$ cat src/rtl/isa_pkg.sv
// isa_pkg: shared ISA definitions for the fetch/decode front end.
//   fmt_e    - instruction format (C/I/M/X), encoded as presented on `format`
//   opcode_e - 4-bit opcode names, LB (0) .. BLS (F)
//   state_e  - fetch controller states
//   dec_t    - decoded instruction fields, excluding the PC_W-wide jump target
//   fmt_of() - opcode -> format map
package isa_pkg;

    typedef enum logic [1:0] {
        FMT_C = 2'b00,
        FMT_I = 2'b01,
        FMT_M = 2'b10,
        FMT_X = 2'b11
    } fmt_e;

    typedef enum logic [3:0] {
        OP_LB   = 4'h0,
        OP_SB   = 4'h1,
        OP_JMP  = 4'h2,
        OP_CMP  = 4'h3,
        OP_BR   = 4'h4,
        OP_MVB  = 4'h5,
        OP_AND  = 4'h6,
        OP_ADD  = 4'h7,
        OP_SUB  = 4'h8,
        OP_DEC  = 4'h9,
        OP_OR   = 4'hA,
        OP_XOR  = 4'hB,
        OP_SHL  = 4'hC,
        OP_INC  = 4'hD,
        OP_HALT = 4'hE,
        OP_BLS  = 4'hF
    } opcode_e;

    typedef enum logic [1:0] {
        ST_IDLE  = 2'd0,
        ST_FETCH = 2'd1,
        ST_HALT  = 2'd2
    } state_e;

    typedef struct packed {
        fmt_e       fmt;
        logic [3:0] opcode;
        logic [2:0] reg1_i;
        logic [2:0] reg2_i;
        logic [2:0] reg_o;
        logic [2:0] imm;
        logic       imm_flag;
    } dec_t;

    // Returned for any fetch beyond the end of instruction memory.
    localparam logic [7:0] HALT_INSTR = 8'hE0;

    function automatic fmt_e fmt_of(input logic [3:0] op);
        case (op)
            OP_JMP, OP_BR:  return FMT_C;
            OP_DEC, OP_INC: return FMT_I;
            OP_HALT:        return FMT_X;
            default:        return FMT_M;
        endcase
    endfunction

endpackage

$ cat src/rtl/instr_decode.sv
// instr_decode: combinational decode of one instruction byte.
//   instr    in  8               raw instruction byte
//   labels   in  NLABELS x PC_W  jump-label table
//   dec      out dec_t           format, opcode, register indices, imm fields
//   jmp_loc  out PC_W            label-table target (0 for I and X forms)
import isa_pkg::*;

module instr_decode #(
    parameter int PC_W    = 16,
    parameter int NLABELS = 16
) (
    input  logic [7:0]                     instr,
    input  logic [NLABELS-1:0][PC_W-1:0]   labels,
    output dec_t                           dec,
    output logic [PC_W-1:0]                jmp_loc
);

    fmt_e f;

    always_comb begin
        f            = fmt_of(instr[7:4]);
        dec          = '0;
        jmp_loc      = '0;
        dec.fmt      = f;
        dec.opcode   = instr[7:4];
        dec.imm      = instr[3:1];
        dec.imm_flag = instr[0];
        unique case (f)
            FMT_C: begin
                dec.reg_o = instr[0] ? 3'd3 : 3'd2;
                jmp_loc   = labels[instr[3:0]];
            end
            FMT_I: begin
                dec.reg1_i = instr[3:1];
                dec.reg_o  = instr[3:1];
                dec.reg2_i = instr[3:1] + 3'd1;   // wraps mod 8
            end
            FMT_M: begin
                // M-form jumps only reach the top quarter of the label table
                jmp_loc = labels[{2'b11, instr[1:0]}];
                if (instr[7:4] == OP_MVB) begin
                    dec.reg1_i = {1'b1, instr[1:0]};
                    dec.reg_o  = {1'b0, instr[3:2]};
                end else begin
                    dec.reg1_i = {1'b0, instr[3:2]};
                    dec.reg2_i = {1'b0, instr[3:2]} + 3'd1;
                    dec.reg_o  = {1'b1, instr[1:0]};
                end
            end
            default: ;   // X form: all register fields and jmp_loc stay 0
        endcase
    end

endmodule

$ cat src/rtl/instr_fetch.sv
// instr_fetch: sequential instruction fetch with loadable memory and label table.
//   clk, reset                      clock; async active-high reset (memory not reset)
//   load_en/load_addr/load_data     program load, honoured in IDLE/HALT, addr < DEPTH
//   label_we/label_idx/label_data   label table write, any state
//   start/start_pc                  begin fetching from start_pc (IDLE/HALT only)
//   stall                           hold pc, state and outputs
//   redirect_valid/redirect_pc      flush and refetch (FETCH only, beats stall)
//   valid, pc_out, format, opcode,
//   reg1_i, reg2_i, reg_o, imm,
//   imm_flag, jmp_loc               registered decoded instruction
//   halted                          controller is in HALT
import isa_pkg::*;

module instr_fetch #(
    parameter int PC_W    = 16,
    parameter int DEPTH   = 256,
    parameter int NLABELS = 16
) (
    input  logic             clk,
    input  logic             reset,
    input  logic             load_en,
    input  logic [PC_W-1:0]  load_addr,
    input  logic [7:0]       load_data,
    input  logic             label_we,
    input  logic [3:0]       label_idx,
    input  logic [PC_W-1:0]  label_data,
    input  logic             start,
    input  logic [PC_W-1:0]  start_pc,
    input  logic             stall,
    input  logic             redirect_valid,
    input  logic [PC_W-1:0]  redirect_pc,
    output logic             valid,
    output logic [PC_W-1:0]  pc_out,
    output logic [1:0]       format,
    output logic [3:0]       opcode,
    output logic [2:0]       reg1_i,
    output logic [2:0]       reg2_i,
    output logic [2:0]       reg_o,
    output logic [2:0]       imm,
    output logic             imm_flag,
    output logic [PC_W-1:0]  jmp_loc,
    output logic             halted
);

    localparam int AW = (DEPTH > 1) ? $clog2(DEPTH) : 1;

    state_e                        state, state_nxt;
    logic [PC_W-1:0]               pc;
    logic [7:0]                    mem [DEPTH];
    logic [NLABELS-1:0][PC_W-1:0]  labels;

    dec_t                          out_q, cur_dec;
    logic [PC_W-1:0]               jmp_q, cur_jmp;
    logic [7:0]                    cur_instr;
    logic                          pc_in_mem, load_ok;
    logic                          do_start, do_fetch, do_redirect;

    // Out-of-range fetches read as HALT so a runaway program stops cleanly.
    assign pc_in_mem = ({1'b0, pc} < (PC_W+1)'(DEPTH));
    assign cur_instr = pc_in_mem ? mem[pc[AW-1:0]] : HALT_INSTR;

    instr_decode #(.PC_W(PC_W), .NLABELS(NLABELS)) u_dec (
        .instr   (cur_instr),
        .labels  (labels),
        .dec     (cur_dec),
        .jmp_loc (cur_jmp)
    );

    // ---------------- FSM ----------------
    always_ff @(posedge clk or posedge reset) begin
        if (reset) state <= ST_IDLE;
        else       state <= state_nxt;
    end

    always_comb begin
        state_nxt   = state;
        do_start    = 1'b0;
        do_fetch    = 1'b0;
        do_redirect = 1'b0;
        unique case (state)
            ST_IDLE, ST_HALT: begin
                if (start) begin
                    do_start  = 1'b1;
                    state_nxt = ST_FETCH;
                end
            end
            ST_FETCH: begin
                if (redirect_valid) begin
                    do_redirect = 1'b1;
                end else if (!stall) begin
                    do_fetch = 1'b1;
                    if (cur_dec.opcode == OP_HALT) state_nxt = ST_HALT;
                end
            end
            default: state_nxt = ST_IDLE;
        endcase
    end

    // ---------------- pc and output registers ----------------
    always_ff @(posedge clk or posedge reset) begin
        if (reset) begin
            pc     <= '0;
            pc_out <= '0;
            out_q  <= '0;
            jmp_q  <= '0;
            valid  <= 1'b0;
            halted <= 1'b0;
        end else begin
            halted <= (state_nxt == ST_HALT);
            // A restart from HALT drops the stale halt instruction until the
            // first new fetch lands.
            if (do_start) begin
                pc    <= start_pc;
                valid <= 1'b0;
            end
            if (do_redirect) begin
                pc    <= redirect_pc;
                valid <= 1'b0;
            end
            if (do_fetch) begin
                out_q  <= cur_dec;
                jmp_q  <= cur_jmp;
                pc_out <= pc;
                valid  <= 1'b1;
                pc     <= pc + 1'b1;
            end
        end
    end

    // Label writes land at the edge, so a same-cycle decode sees the old value.
    always_ff @(posedge clk or posedge reset) begin
        if (reset)         labels <= '0;
        else if (label_we) labels[label_idx] <= label_data;
    end

    // ---------------- instruction memory (no reset) ----------------
    assign load_ok = load_en && (state != ST_FETCH) &&
                     ({1'b0, load_addr} < (PC_W+1)'(DEPTH));

    always_ff @(posedge clk) begin
        if (load_ok) mem[load_addr[AW-1:0]] <= load_data;
    end

    assign format   = out_q.fmt;
    assign opcode   = out_q.opcode;
    assign reg1_i   = out_q.reg1_i;
    assign reg2_i   = out_q.reg2_i;
    assign reg_o    = out_q.reg_o;
    assign imm      = out_q.imm;
    assign imm_flag = out_q.imm_flag;
    assign jmp_loc  = jmp_q;

endmodule

$ cat config.mk
export PLATFORM = sky130hd
export DESIGN_NAME = instr_fetch
export DESIGN_NICKNAME = d
export VERILOG_FILES = /design/src/rtl/isa_pkg.sv /design/src/rtl/instr_decode.sv /design/src/rtl/instr_fetch.sv
export SDC_FILE = /design/constraint.sdc
export NUM_CORES = 2
export LEC_CHECK = 0
export ABC_AREA = 1
export CAP_MARGIN = 20
export CORE_MARGIN = 5
export CORE_UTILIZATION = 52
export DETAILED_ROUTE_END_ITERATION = 8
export PLACE_DENSITY_LB_ADDON = 0.05
export SLEW_MARGIN = 20
export SYNTH_ARGS = -nofsm -noshare
export SYNTH_HDL_FRONTEND = slang
export SYNTH_SLANG_ARGS = --single-unit
$ cat constraint.sdc
create_clock -name clk -period 13.19 [get_ports clk]
set_clock_uncertainty 0.2 [all_clocks]
set_input_delay 2.638 -clock clk [delete_from_list [all_inputs] [get_ports clk]]
set_output_delay 2.638 -clock clk [all_outputs]
set_load 0.03 [all_outputs]
==> results.toml <==
[critical_path]
cp-start-kind = "flop"
crit_chain = "buf_4 -> buf_4 -> buf_12 -> nor2_1 -> nor2_1 -> o21ai_0 -> o211ai_1 -> nand3_1 -> nand3_1 -> nand3_1 -> nand3_1 -> nand3_1 -> nand2_1 -> nand2_2 -> inv_2 -> ha_1 -> nand2_1 -> o21ai_0 -> nand2_1 -> nand2_1"
cp_common_cell = "nand3_1"
crit_buf_inv = 4
cp.required_ns = 13.75
path_class = "flop to flop"
cpPeakStageDelay_ns = 1.03
crit_family = "buffers and inverters"
cp_slowest_cell = "inv_2"
cp.arrival_ns = 7.78
path_max_fanout = 160
cp-end-kind = "flop"

[routing]
wl_per_cell_um = 25.7
routed-via-count = 68100
vias_per_cell = 5.98
ant_nets = 0
firstDrtPassIters = 6
drc = 0
drt_iter0_drc = 7897
drt_wl_total_um = 293000

[status]
status = "complete, no violations"

[grt]
grt_pass1_vias = 64600
grt_pass1_wl_um = 432000
grt_max_degree = 165
grt_usage_pct = 29.1
gr-total-overflow = 0
antenna_found_initial = 3

[clocking]
clockRootBuffer = "clkbuf_16"
hold_buffers = 0
cts_tree = "built"
cts_setup_buffers = 0
clk_latency_ns = 0.89
clkSinkCount = 2375
h-tree-depth = 4
ctsResizeCount = 0
cts.path.max_buffers = 3
cts_made_buffers = 241
clk_pin_slew_worst_paths_ns = 0.06

[timing]
slew_headroom_pct = 27.3
finalMaxSlewViolations = 0
setup_tns_ns = 0
timing.fmax_ghz = 0.138
grt_setup_unrepaired = "false"
finalCriticalPeriod_ns = 7.22
hold_viol_final = 0
fin_crit_sh_pct = 54.8
finalSetupViolations = 0
worst_pin_slew_ns = 1.09

[job]
cap_violations = 0

[die]
io_pins = 136
dieArea_um2 = 199000
start_util_pct = 52.1
core_um2 = 190000
num_rows = 160
chipHeight_um = 446
die_width_um = 446

[layout]
finish.net_count = 8747
fillCellCount = 15900
fin_util_pct = 57.5
final_area_um2 = 109000
layout-drive-gt1-share_pct = 6.19
syn2layout_area_growth_pct = 10.4

[yosys]
syn-cell-area_um2 = 98700
synth_ff_type = "edfxtp_1"
synth.avg_cell_area_um2 = 11.3
ys_seq_area_share_pct = 70.6
yosysTopAreaCell = "edfxtp_1"
async_reset_ff_share_pct = 13.8
synth-seq-cells = 2375
ys_warn_count = 0
syn_nets = 8851
ys_types = 47
synth_area_leaders = "edfxtp_1 62%, dfrtp_1 8.3%, nor2_1 6.2%, o21ai_0 5.3%, nand2_1 5.2%"
synth_top_area_share_pct = 62.3
syn_inst = 8765
synth-edff-count = 2048

[placement]
dp_hpwl_um = 164000
postPlaceCellArea_um2 = 101000
place.port_buffers = 135
gp_congestion = 0.837

[power]
peakVddDrop_mv = 0.172
p_per_area_nw_per_um2 = 207
leakagePower_uw = 0.0383

[worst_hold_path]
min_path_type = "flop to flop"
-- synthesized netlist by cell type (all sizes together), types with 25 or more instances --
library cell  instances
nand2              1369
clkbuf              245
buf                 367
a21oi               140
o21ai              1237
edfxtp             2048
o22ai               144
nand3               712
dfrtp               327
nor2               1647
o211ai              190
o221ai               25
inv                 229
-- power by group --
| part | total, uW | switching, uW | internal, uW |
|---|---|---|---|
| clock | 6630 | 2900 | 3730 |
| sequential | 8620 | 220 | 8400 |
| combinational | 7340 | 5460 | 1870 |
| total | 22600 | 8580 | 14000 |
-- layout by cell type (no fill, tap or decap), types with 144 or more instances in the layout --
cell / instances
o21ai_0: 1045
nand3_1: 710
nor2_1: 1637
clkbuf_16: 244
edfxtp_1: 2048
o21ai_1: 192
inv_1: 215
dfrtp_1: 323
nand2_1: 1341
o211ai_1: 190
o22ai_1: 144
-- per-layer routing --
metal / routed length, um / up-vias / track usage (%)
met3: 25500 / 485 / 5.48
met5: 0 / - / 0
li1: - / 30700 / -
met1: 124000 / 33900 / 42.2
met4: 9200 / 0 / 8.78
met2: 135000 / 3053 / 45.1
-- cell families (layout without fill, tap and decap cells) --
kind of cell / count (synthesis) / count (layout) / share of synthesized area [%]
compound gates: 1755 / 1755 / 9.70
xor+xnor: 1 / 1 / 0.00887
fa+ha+maj: 3 / 3 / 0.0380
buf+inv: 849 / 957 / 4.19
flops: 2375 / 2375 / 70.6
mux: 2 / 2 / 0.0203
other cells: 0 / 3 / 0
simple gates: 3780 / 3780 / 15.5
-- worst reg2reg max path, stage by stage, from the launching register on --
cell and delay, ns:
dfrtp_4 0.93, buf_4 0.61, buf_4 0.68, buf_12 0.57
nor2_1 0.35, nor2_1 0.12, o21ai_0 0.10, o211ai_1 0.11
nand3_1 0.11, nand3_1 0.19, nand3_1 0.10, nand3_1 0.24
nand3_1 0.16, nand2_1 0.27, nand2_2 0.64, inv_2 1.04
ha_1 0.41, nand2_1 0.06, o21ai_0 0.08, nand2_1 0.07
nand2_1 0.06
-- flip-flops by register name (all words and copies together) (netlist names) --
| name | flops |
|---|---|
| reg1_i | 3 |
| state | 2 |
| imm | 3 |
| pc_out | 16 |
| halted | 1 |
| mem | 2048 |
| imm_flag | 1 |
| pc | 16 |
| reg2_i | 3 |
| jmp_loc | 16 |
| format | 2 |
| labels | 256 |
| valid | 1 |
| reg_o | 3 |
| opcode | 4 |
-- worst paths after layout --
kind / start / endpoint / slack [ns] / cells after the start
max: pc[0]$_DFFE_PP0P_ / reg2_i[1]$_DFFE_PP0P_ / 5.97 / 20
min: valid$_DFFE_PP0P_ / valid$_DFFE_PP0P_ / 0.27 / 2
max reg2reg: pc[0]$_DFFE_PP0P_ / reg2_i[1]$_DFFE_PP0P_ / 5.97 / 20
min reg2reg: valid$_DFFE_PP0P_ / valid$_DFFE_PP0P_ / 0.27 / 2
max in group asynchronous: reset / labels[85]$_DFFE_PP0P_ / 8.48 / 4
min in group asynchronous: reset / pc_out[15]$_DFFE_PP0P_ / 2.09 / 2
-- final cells by class --
class,instances,area (um^2),share of cell area [%]
multi-input combinational,5541,25000,23.0
sequential,2375,69700,63.9
tap,2511,3140,2.88
timing repair buffer,265,2590,2.37
clock inverter,150,1170,1.07
inverter,237,933,0.856
antenna,3,7.51,0.00689
clock buffer,305,6440,5.91
-- stage by stage --
step / setup WS, ns / cells / hold WS, ns / total power (uW)
floorplan: 1.30 / 8765 / 0.244 / 13500
global placement: 6.15 / 10900 / 0.258 / 16000
detailed placement: 6.17 / 10900 / 0.258 / 16000
CTS: 6.15 / 11400 / 0.274 / 22600
global route: 5.73 / 11400 / 0.295 / 23600
finish: 5.97 / 11400 / 0.267 / 22600
Power figures use the tool's default switching activity.
